$ cat src/rtl/key_event_pkg.sv
`default_nettype none
// +------------------------------------------------------------------+
// | key_event_pkg : event field layout and lowest-set-bit helper     |
// | Rev 1.0                                                          |
// +------------------------------------------------------------------+
package key_event_pkg;

  localparam int EV_W          = 6;
  localparam int EV_REPEAT_BIT = 5;
  localparam int EV_PRESS_BIT  = 4;
  localparam int EV_KEY_LSB    = 0;
  localparam int EV_KEY_W      = 4;
  localparam int N_KEYS        = 16;

  typedef struct packed {
    logic                rpt;
    logic                press;
    logic [EV_KEY_W-1:0] key;
  } key_event_t;

  function automatic logic [EV_KEY_W-1:0] lowest_set_idx(input logic [N_KEYS-1:0] vec);
    logic [EV_KEY_W-1:0] idx;
    idx = '0;
    for (int i = N_KEYS - 1; i >= 0; i--) begin
      if (vec[i]) idx = EV_KEY_W'(i);
    end
    return idx;
  endfunction

endpackage
`default_nettype wire

$ cat src/rtl/key_event_queue_if.sv
`default_nettype none
// +------------------------------------------------------------------+
// | key_event_queue_if : valid/ready event stream to the consumer    |
// | Rev 1.0                                                          |
// +------------------------------------------------------------------+
interface key_event_queue_if;
  import key_event_pkg::*;

  logic [EV_W-1:0] ev_data;
  logic            ev_valid;
  logic            ev_ready;

  modport master (output ev_data, output ev_valid, input ev_ready);
  modport slave  (input ev_data, input ev_valid, output ev_ready);

endinterface
`default_nettype wire

$ cat src/rtl/sync_fifo.sv
`default_nettype none
// +------------------------------------------------------------------+
// | sync_fifo : show-ahead FIFO, power-of-two depth, full/empty/count|
// | Rev 1.0                                                          |
// +------------------------------------------------------------------+
module sync_fifo #(
  parameter int WIDTH = 8,
  parameter int DEPTH = 8
) (
  input  wire                         clk,
  input  wire                         rst,
  input  wire                         push_i,
  input  wire  [WIDTH-1:0]            data_i,
  input  wire                         pop_i,
  output logic [WIDTH-1:0]            data_o,
  output logic                        full_o,
  output logic                        empty_o,
  output logic [$clog2(DEPTH+1)-1:0]  count_o
);

  localparam int c_ptr_w = $clog2(DEPTH);
  localparam int c_cnt_w = $clog2(DEPTH + 1);

  logic [WIDTH-1:0]   mem_q [DEPTH];
  logic [c_ptr_w-1:0] wr_ptr_q, wr_ptr_d;
  logic [c_ptr_w-1:0] rd_ptr_q, rd_ptr_d;
  logic [c_cnt_w-1:0] count_q, count_d;
  logic               push_en, pop_en;

  assign full_o  = (count_q == c_cnt_w'(DEPTH));
  assign empty_o = (count_q == '0);
  // A pop never frees room for a same-cycle push when full.
  assign push_en = push_i & ~full_o;
  assign pop_en  = pop_i & ~empty_o;
  assign data_o  = empty_o ? '0 : mem_q[rd_ptr_q];
  assign count_o = count_q;

  always_comb begin
    wr_ptr_d = wr_ptr_q;
    rd_ptr_d = rd_ptr_q;
    count_d  = count_q;
    if (push_en) wr_ptr_d = wr_ptr_q + c_ptr_w'(1);
    if (pop_en)  rd_ptr_d = rd_ptr_q + c_ptr_w'(1);
    if (push_en && !pop_en)      count_d = count_q + c_cnt_w'(1);
    else if (!push_en && pop_en) count_d = count_q - c_cnt_w'(1);
  end

  always_ff @(posedge clk) begin
    if (rst) begin
      wr_ptr_q <= '0;
      rd_ptr_q <= '0;
      count_q  <= '0;
    end else begin
      wr_ptr_q <= wr_ptr_d;
      rd_ptr_q <= rd_ptr_d;
      count_q  <= count_d;
    end
  end

  always_ff @(posedge clk) begin
    if (push_en) mem_q[wr_ptr_q] <= data_i;
  end

endmodule
`default_nettype wire

$ cat src/rtl/key_event_queue.sv
`default_nettype none
// +------------------------------------------------------------------+
// | key_event_queue : key level vector -> press/release/repeat queue |
// | Rev 1.0                                                          |
// +------------------------------------------------------------------+
module key_event_queue
  import key_event_pkg::*;
#(
  parameter int DEPTH         = 8,
  parameter int REPEAT_EN     = 1,
  parameter int REPEAT_DELAY  = 25_000_000,
  parameter int REPEAT_PERIOD = 5_000_000
) (
  input  wire                         clk,
  input  wire                         rst,
  input  wire  [N_KEYS-1:0]           btn_i,
  key_event_queue_if.master           ev_if,
  output logic [$clog2(DEPTH+1)-1:0]  ev_count_o,
  output logic                        busy_o
);

  logic [N_KEYS-1:0]   btn_r_q;
  logic [N_KEYS-1:0]   reported_q, reported_d;
  logic [N_KEYS-1:0]   diff;
  logic                diff_zero;
  logic [EV_KEY_W-1:0] chg_key;
  logic                chg_press;
  logic                chg_push;
  logic                rep_due;
  logic [EV_KEY_W-1:0] rep_key;
  logic                fifo_full, fifo_empty, fifo_push;
  logic [EV_W-1:0]     fifo_dout;
  key_event_t          push_ev;

  assign diff      = btn_r_q ^ reported_q;
  assign diff_zero = (diff == '0);
  assign chg_key   = lowest_set_idx(diff);
  assign chg_press = btn_r_q[chg_key];
  assign chg_push  = ~diff_zero & ~fifo_full;
  assign busy_o    = ~diff_zero;

  always_comb begin
    reported_d = reported_q;
    if (chg_push) reported_d[chg_key] = chg_press;
  end

  // Change events win the single push slot; a repeat only uses an idle one.
  always_comb begin
    push_ev   = '0;
    fifo_push = 1'b0;
    if (chg_push) begin
      push_ev.press = chg_press;
      push_ev.key   = chg_key;
      fifo_push     = 1'b1;
    end else if (rep_due && !fifo_full) begin
      push_ev.rpt   = 1'b1;
      push_ev.press = 1'b1;
      push_ev.key   = rep_key;
      fifo_push     = 1'b1;
    end
  end

  always_ff @(posedge clk) begin
    if (rst) begin
      btn_r_q    <= '0;
      reported_q <= '0;
    end else begin
      btn_r_q    <= btn_i;
      reported_q <= reported_d;
    end
  end

  if (REPEAT_EN != 0) begin : g_repeat
    localparam int c_rep_max = (REPEAT_DELAY > REPEAT_PERIOD) ? REPEAT_DELAY : REPEAT_PERIOD;
    localparam int c_rep_w   = (c_rep_max > 1) ? $clog2(c_rep_max) : 1;

    logic [c_rep_w-1:0]  rep_cnt_q, rep_cnt_d;
    logic [EV_KEY_W-1:0] last_key_q, last_key_d;
    logic                rep_active_q, rep_active_d;
    logic                held;

    assign held    = rep_active_q & btn_r_q[last_key_q];
    assign rep_due = held & (rep_cnt_q == '0) & diff_zero;
    assign rep_key = last_key_q;

    // At zero the counter holds until diff clears; fire or skip both reload the period.
    always_comb begin
      rep_cnt_d    = rep_cnt_q;
      last_key_d   = last_key_q;
      rep_active_d = rep_active_q;
      if (chg_push && chg_press) begin
        last_key_d   = chg_key;
        rep_active_d = 1'b1;
        rep_cnt_d    = c_rep_w'(REPEAT_DELAY - 1);
      end else if (chg_push && (chg_key == last_key_q)) begin
        rep_active_d = 1'b0;
      end else if (held) begin
        if (rep_cnt_q != '0)  rep_cnt_d = rep_cnt_q - c_rep_w'(1);
        else if (diff_zero)   rep_cnt_d = c_rep_w'(REPEAT_PERIOD - 1);
      end
    end

    always_ff @(posedge clk) begin
      if (rst) begin
        rep_cnt_q    <= '0;
        last_key_q   <= '0;
        rep_active_q <= 1'b0;
      end else begin
        rep_cnt_q    <= rep_cnt_d;
        last_key_q   <= last_key_d;
        rep_active_q <= rep_active_d;
      end
    end
  end else begin : g_no_repeat
    assign rep_due = 1'b0;
    assign rep_key = '0;
  end

  sync_fifo #(
    .WIDTH (EV_W),
    .DEPTH (DEPTH)
  ) u_fifo (
    .clk     (clk),
    .rst     (rst),
    .push_i  (fifo_push),
    .data_i  (push_ev),
    .pop_i   (ev_if.ev_ready & ~fifo_empty),
    .data_o  (fifo_dout),
    .full_o  (fifo_full),
    .empty_o (fifo_empty),
    .count_o (ev_count_o)
  );

  assign ev_if.ev_data  = fifo_dout;
  assign ev_if.ev_valid = ~fifo_empty;

endmodule
`default_nettype wire

$ cat src/flat_wrapper.sv
// flat-port wrapper written by rule: the top's interface ports become plain ports
module key_event_queue_flat import key_event_pkg::*;
#(
  parameter int DEPTH         = 8,
  parameter int REPEAT_EN     = 1,
  parameter int REPEAT_DELAY  = 25_000_000,
  parameter int REPEAT_PERIOD = 5_000_000
)
  (clk, rst, btn_i, ev_count_o, busy_o, ev_if_ev_data, ev_if_ev_valid, ev_if_ev_ready);
  key_event_queue_if ev_if_i ();
  input  wire clk;
  input  wire rst;
  input  wire  [N_KEYS-1:0] btn_i;
  output logic [$clog2(DEPTH+1)-1:0] ev_count_o;
  output logic busy_o;
  output wire logic [$bits(ev_if_i.ev_data)-1:0] ev_if_ev_data;
  output wire logic [$bits(ev_if_i.ev_valid)-1:0] ev_if_ev_valid;
  input wire logic [$bits(ev_if_i.ev_ready)-1:0] ev_if_ev_ready;
  assign ev_if_ev_data = ev_if_i.ev_data;
  assign ev_if_ev_valid = ev_if_i.ev_valid;
  assign ev_if_i.ev_ready = ev_if_ev_ready;
  key_event_queue #(.DEPTH(DEPTH), .REPEAT_EN(REPEAT_EN), .REPEAT_DELAY(REPEAT_DELAY), .REPEAT_PERIOD(REPEAT_PERIOD)) u_core (.clk(clk), .rst(rst), .btn_i(btn_i), .ev_if(ev_if_i), .ev_count_o(ev_count_o), .busy_o(busy_o));
endmodule
$ cat config.mk
export PLATFORM = sky130hd
export DESIGN_NAME = key_event_queue_flat
export DESIGN_NICKNAME = d
export VERILOG_FILES = /design/src/rtl/key_event_pkg.sv /design/src/rtl/key_event_queue_if.sv /design/src/rtl/sync_fifo.sv /design/src/rtl/key_event_queue.sv /design/src/flat_wrapper.sv
export SDC_FILE = /design/constraint.sdc
export NUM_CORES = 1
export LEC_CHECK = 0
export CAP_MARGIN = 20
export CORE_MARGIN = 5
export CORE_UTILIZATION = 60
export CTS_CLUSTER_SIZE = 8
export DETAILED_ROUTE_END_ITERATION = 6
export GPL_TIMING_DRIVEN = 0
export HOLD_SLACK_MARGIN = 0.08
export PLACE_DENSITY_LB_ADDON = 0.08
export SYNTH_ARGS = -nofsm -noshare
export SYNTH_HDL_FRONTEND = slang
export SYNTH_SLANG_ARGS = --single-unit
$ cat constraint.sdc
create_clock -name clk -period 5 [get_ports clk]
set_input_delay 0.75 -clock clk [delete_from_list [all_inputs] [get_ports clk]]
set_output_delay 0.75 -clock clk [all_outputs]
set_load 0.02 [all_outputs]
== Word level (Yosys, flattened, before mapping) ==
Memory sizes are Yosys's and may differ from the RTL's. A register that Yosys moved wholly into a read port is not among the register bits.
Cells that the tools add are included.

* $add $sub $neg: 5
* $lt $le $gt $ge: 3
* Equal/unequal tests: 3
* Multiplexer cells: 42
* Bitwise gates (word level): 12
* Reduce and logical (&&, ||, !) cells: 21

{| class="wikitable"
|+ Operators with widths
! cell !! count
|-
| 25-bit two-way mux || 5
|-
| 4-bit two-way mux || 18
|-
| 25-bit zero test || 1
|-
| 25-bit nonzero test || 1
|-
| 25-bit by 1-bit subtractor with 25-bit output (second input constant) || 1
|-
| 16-bit bitwise mux || 1
|-
| 16-bit zero test || 1
|-
| 16-bit bitwise XOR || 1
|-
| 6-bit two-way mux || 2
|-
| 4-bit by 5-bit < comparator with 1-bit output (second input constant) || 2
|-
| 1-bit two-way mux || 10
|-
| 1-bit binary-select mux with 4-bit select || 2
|-
| 2-bit nonzero test || 4
|-
| 1-bit AND || 7
|-
| 3-bit by 1-bit adder with 3-bit output (second input constant) || 2
|-
| 1-bit logical AND || 6
|-
| 3-bit two-way mux || 2
|-
| 3-bit AND reduction || 2
|-
| 5-bit two-way mux || 1
|-
| 4-bit by 1-bit adder with 4-bit output (second input constant) || 1
|-
| 1-bit demux with 4-bit select || 1
|-
| 4-bit == test || 1
|-
| 4-bit == test (second input constant) || 1
|-
| 4-bit by 1-bit greater-or-equal comparator with 1-bit output (second input constant) || 1
|-
| other kinds (7) || 12
|}

* Bits in registers: 72
* Bits in writable memories: 48
* Bits of input ports: 19
* Word-level logic and storage cells: 96
* Memories kept: 1

{| class="wikitable"
|+ Memory list
! memory !! words !! bits a word !! rd ports !! clocked after Yosys merged registers in !! write ports !! RTL line !! text
|-
| u_core.u_fifo.mem_q || 8 || 6 || 1 || 1 || 1 || sync_fifo.sv:24 || <nowiki>logic [WIDTH-1:0] mem_q [DEPTH];</nowiki>
|}

== Depth between registers and ports, before layout ==
* Depth in word-level cells: 22
* Mapped depth: 16

== Hierarchy ==
Synthesis repeated with hierarchy kept, for this count alone.

* Cell total of the unflattened synthesis: 577
* Area, all modules: 6222.2 um2

{| class="wikitable"
|+ By module, submodules not included
! module !! times used !! cells each !! area each (um2)
|-
| key_event_queue || 1 || 430 || 3737.3
|-
| sync_fifo || 1 || 147 || 2484.9
|}

== Worst setup path before layout ==
No wires, ideal clock.

* Kind: register to register
* Start: register u_core.reported_q[7]
* End: register u_core.u_fifo.count_q[3] (netlist: u_core.u_fifo.count_o[3])
* Library setup time: 0.070 ns
* Arrival time: 3.625 ns
* Path slack: 1.304 ns
* Cell stages (with the launch flop): 16
* Buffers on the path: 1
* Period minus slack after synthesis: 3.696 ns
* Cells stage by stage: dfxtp_1 > xor2_1 > nor4_1 > nand4_1 > and2_1 > clkbuf_1 > nor2_1 > inv_1 > ha_1 > inv_1 > ha_1 > a21o_1 > a21oi_1 > xnor2_1 > or3_1 > a21oi_1

{| class="wikitable"
|+ RTL lines
! element !! RTL line !! text
|-
| start, declared || key_event_queue.sv:23 || <nowiki>logic [N_KEYS-1:0] reported_q, reported_d;</nowiki>
|-
| start signal, assigned || key_event_queue.sv:69 || <nowiki>reported_q <= reported_d;</nowiki>
|-
| 16-bit bitwise XOR * || key_event_queue.sv:35 || <nowiki>assign diff = btn_r_q ^ reported_q;</nowiki>
|-
| 16-bit zero test * || key_event_queue.sv:36 || <nowiki>assign diff_zero = (diff == '0);</nowiki>
|-
| 1-bit NOT * || -- ||
|-
| named net busy_o || flat_wrapper.sv:15 || <nowiki>output logic busy_o;</nowiki>
|-
| 1-bit AND * || key_event_queue.sv:39 || <nowiki>assign chg_push = ~diff_zero & ~fifo_full;</nowiki>
|-
| 1-bit two-way mux * || key_event_queue.sv:51 || <nowiki>if (chg_push) begin</nowiki>
|-
| 1-bit AND * || sync_fifo.sv:33 || <nowiki>assign push_en = push_i & ~full_o;</nowiki>
|-
| named net u_core.u_fifo.push_en || sync_fifo.sv:28 || <nowiki>logic push_en, pop_en;</nowiki>
|-
| 1-bit zero test || sync_fifo.sv:45 || <nowiki>else if (!push_en && pop_en) count_d = count_q - c_cnt_w'(1);</nowiki>
|-
| 1-bit logical AND || sync_fifo.sv:45 ||
|-
| 2-bit nonzero test (no line) || -- ||
|-
| end signal, assigned || sync_fifo.sv:56 || <nowiki>count_q <= count_d;</nowiki>
|-
| end, declared || sync_fifo.sv:27 || <nowiki>logic [c_cnt_w-1:0] count_q, count_d;</nowiki>
|}

The timed path passes the listed nets; every way through them passes the cells marked *.
A chain may end at the register's enable or synchronous reset.

== Final worst setup path ==
* Start: register u_core.g_repeat.rep_cnt_q[2]
* End: register u_core.u_fifo.count_q[3] (netlist: u_core.u_fifo.count_o[3])

* Longest elaborated chain between the ends: 10

{| class="wikitable"
|+ RTL lines
! element !! RTL line !! text
|-
| start, declared || key_event_queue.sv:77 || <nowiki>logic [c_rep_w-1:0] rep_cnt_q, rep_cnt_d;</nowiki>
|-
| start signal, assigned || key_event_queue.sv:109 || <nowiki>rep_cnt_q <= rep_cnt_d;</nowiki>
|-
| 25-bit zero test * || key_event_queue.sv:83 || <nowiki>assign rep_due = held & (rep_cnt_q == '0) & diff_zero;</nowiki>
|-
| 1-bit AND * (2 in series) || key_event_queue.sv:83 ||
|-
| 1-bit logical AND * || key_event_queue.sv:55 || <nowiki>end else if (rep_due && !fifo_full) begin</nowiki>
|-
| 1-bit two-way mux * || key_event_queue.sv:55 ||
|-
| 1-bit two-way mux * || key_event_queue.sv:51 ||
|-
| 1-bit AND * || sync_fifo.sv:33 ||
|-
| named net u_core.u_fifo.push_en || sync_fifo.sv:28 ||
|-
| 1-bit zero test || sync_fifo.sv:45 ||
|-
| 1-bit logical AND || sync_fifo.sv:45 ||
|-
| 2-bit nonzero test (no line) || -- ||
|}

Marked as above.

==> flow_metrics.py <==
metrics = {
    "placed_design": {
        "dp_hpwl_um": 11200,
        "gp_congestion": 0.949,
        "place.port_buffers": 29,
        "placed_area_um2": 6720,
        "dp_cells": 774,
    },
    "yosys": {
        "syn_nets": 632,
        "yosys_warnings": 0,
        "ys_seq_area_frac": 0.472,
        "yosysTopAreaCellShare": 0.241,
        "synth.distinct_cells": 65,
        "yosysMostFrequentCell": "dfxtp_1",
        "ys_async_sr_fraction": 0,
        "ys_seq_elements": 123,
        "ys.flop_type": "dfxtp_1",
        "ys_top_cells_by_count": "75 x dfxtp_1, 63 x nor2_1, 48 x edfxtp_1",
        "synthTopCellsByArea": "dfxtp_1 24%, edfxtp_1 23%, mux4_2 5.8%",
        "synth_cells": 606,
        "synth-edff-count": 48,
        "synth_area_leader_cell": "dfxtp_1",
        "synth_area_um2": 6230,
        "syn_avg_cell_area_um2": 10.3,
    },
    "clock_tree": {
        "cts_setup_buffers": 0,
        "cts_inserted_buffers": 17,
        "holdBufCountCts": 0,
        "clkLatencyLatePin_ns": 0.53,
        "clockRootBuffer": "clkbuf_8",
        "path_clk_slew_ns": 0.06,
        "cts_num_sinks": 123,
        "h-tree-depth": 4,
        "post_cts_resized": 0,
        "cts_tree": "yes",
        "clk_path_buf_depth": 2,
    },
    "setup_path": {
        "r2r_slack_ns": 0.59,
        "rr_startpoint": "u_core.g_repeat.rep_cnt_q[2]",
        "cp.arrival_ns": 4.86,
        "crit_chain": "or4_1 -> nor4_2 -> and4b_1 -> nand3_1 -> nor3_1 -> nor2_1 -> inv_1 -> ha_1 -> inv_1 -> ha_1 -> a21o_1 -> a21oi_1 -> xnor2_1 -> or3_1 -> a21oi_1",
        "cp_max_fo": 10,
        "ff2ff_path_depth": 15,
        "crit_family": "simple AND/OR/NAND/NOR gates",
        "r2r_end": "u_core.u_fifo.count_o[3]",
        "slowest_stage": "or4_1",
        "path_class": "register to register",
        "slowest_delay_ns": 0.63,
        "worstSetupEndpointType": "register",
        "path_buf_inv": 2,
        "crit_required_ns": 5.45,
        "worstSetupStartpointType": "register",
    },
    "global_routing": {
        "grt-ovfl-total": 0,
        "grt_pass1_wl_um": 25700,
        "grt_start_max_net_pins": 17,
        "grt_pass1_vias": 4941,
        "antenna_found_initial": 0,
        "grt_util_all_layers": 0.260,
    },
    "die": {
        "die_h_um": 112,
        "fp.dieW_um": 112,
        "core.rowCount": 37,
        "io_pins": 31,
        "die_area_um2": 12500,
        "start_util": 0.609,
        "core_area_um2": 10200,
    },
    "routing": {
        "drt-wirelength-per-cell_um": 19.6,
        "finalWirelength_um": 15800,
        "dr.pass1.iters": 5,
        "viasPerCell": 6.24,
        "ant_nets": 0,
        "vias": 5031,
        "drt_iter0_markers": 371,
        "drc": 0,
    },
    "run_status": {
        "outcome": "completed",
    },
    "power_and_ir_drop": {
        "switching_power_mw": 1.83,
        "internal_power_mw": 2.87,
        "seqPwrFrac": 0.326,
        "peakVddDrop_mv": 0.382,
        "switching_share": 0.390,
        "combPwrFrac": 0.415,
        "leakage_nw": 2.64,
        "p_per_area_nw_per_um2": 643,
        "pwr-share-clk": 0.259,
    },
    "cells_and_area": {
        "diodes": 0,
        "fin_nets": 683,
        "fin_cells": 806,
        "drive_above_1_share": 0.118,
        "final_area_um2": 7300,
        "syn2layout_area_growth_pct": 17.2,
    },
    "timing": {
        "worst_pin_slew_ns": 1.05,
        "setup_viol": 0,
        "hold_violations": 0,
        "skew_ns": 0.0125,
        "rsz0062_at_grt": "false",
        "max_freq_mhz": 227,
        "slew_headroom": 0.302,
        "layout_min_cycle_time_ns": 4.41,
        "fin_tns_setup_ns": 0,
        "slew_viol_final": 0,
        "timing.final.crit_share": 0.882,
    },
    "min_path": {
        "hold-path-cell-count": 2,
        "holdPathEnd": "u_core.reported_q[14]",
        "min-delay-start": "u_core.reported_q[14]",
        "hp-class": "register to register",
    },
    "job": {
        "cap_violations": 0,
    },
}
-- placed cells by master (no fill, tap or decap), drive strengths merged, types with 13 or more instances in the layout --
| cell | Yosys | final |
|---|---|---|
| a21oi | 35 | 35 |
| buf | 11 | 13 |
| clkbuf | 17 | 38 |
| clkdlybuf4s50 | 0 | 29 |
| dfxtp | 75 | 75 |
| edfxtp | 48 | 48 |
| mux2i | 20 | 20 |
| mux4 | 16 | 16 |
| nand2 | 47 | 47 |
| nand3 | 27 | 27 |
| nand4 | 13 | 13 |
| nor2 | 64 | 64 |
| nor2b | 17 | 17 |
| nor3 | 22 | 22 |
| nor4 | 13 | 13 |
| o21ai | 21 | 21 |
| xnor2 | 13 | 13 |
| xor2 | 30 | 30 |
-- through the flow --
step	power (mW)	hold slack [ns]	setup WS [ns]	util
2_1_floorplan	2.87	0.437	1.30	-
3_3_place_gp	3.37	0.452	0.797	0.654
3_5_place_dp	3.45	0.461	0.730	0.656
4_1_cts	4.68	0.469	0.695	0.714
5_1_grt	4.95	0.492	0.344	0.714
6_report	4.70	0.468	0.589	0.714
-- state kept, by name, indices dropped and copies added (netlist names), named ones only --
| name | flops |
|---|---|
| u_core.btn_r_q | 16 |
| u_core.u_fifo.mem_q | 48 |
| u_core.u_fifo.wr_ptr_q | 3 |
| u_core.g_repeat.last_key_q | 4 |
| u_core.u_fifo.rd_ptr_q | 3 |
| u_core.reported_q | 16 |
| u_core.u_fifo.count_o | 4 |
| u_core.g_repeat.rep_active_q | 1 |
| u_core.g_repeat.rep_cnt_q | 25 |
-- worst max-delay path by stage --
stage                                  from                  endpoint  cells past startpoint
5_1_grt                  u_core.btn_r_q[14]  u_core.u_fifo.count_o[3]                     15
2_1_floorplan          u_core.reported_q[7]  u_core.u_fifo.count_o[3]                     15
3_5_place_dp   u_core.g_repeat.rep_cnt_q[2]  u_core.u_fifo.count_o[3]                     15
3_3_place_gp             u_core.btn_r_q[12]  u_core.u_fifo.count_o[3]                     15
6_report       u_core.g_repeat.rep_cnt_q[2]  u_core.u_fifo.count_o[3]                     15
4_1_cts        u_core.g_repeat.rep_cnt_q[2]  u_core.u_fifo.count_o[3]                     15
-- kinds of logic (layout without fill, tap and decap cells) --
kind of cell,count (synthesis),count (layout),synth area share
multiplexers,39,39,0.0954
XOR/XNOR,43,43,0.0605
flip-flops,123,123,0.472
adder cells (fa/ha/maj),7,7,0.0153
buffers and inverters,38,102,0.0279
AO/OA/AOI/OAI,109,109,0.117
AND/OR/NAND/NOR,247,247,0.211
-- power by group through the flow --
stage	sequential [mW]	clock [mW]	combinational, mW
after CTS	1.52	1.23	1.93
after detailed placement	1.54	0	1.91
final	1.53	1.22	1.95
after floorplan	1.50	0	1.37
after global placement	1.52	0	1.85
after global routing	1.55	1.28	2.12
-- layer usage --
layer | vias to the layer above | global-route usage | share of wire
li1 | 2360 | - | -
met1 | 2402 | 0.336 | 0.42
met2 | 218 | 0.423 | 0.48
met3 | 51 | 0.0696 | 0.072
met4 | 0 | 0.0949 | 0.027
met5 | - | 0 | 0
-- cell type report --
type / instances / area, um2
multi-input cells: 445 / 3120
flip-flops and latches: 123 / 2940
fillers: 722 / 2930
clock buffers: 21 / 439
repair buffers: 32 / 310
well taps: 136 / 170
clock inverters: 11 / 145
plain buffers: 28 / 136
inverters: 10 / 37.5
-- worst min-delay path: cells and delay by family (launching register included) --
family	cells	cell delay, ns
flip-flops	1	0.31
AO/OA/AOI/OAI	1	0.05
AND/OR/NAND/NOR	1	0.06
Power figures use the tool's default switching activity.
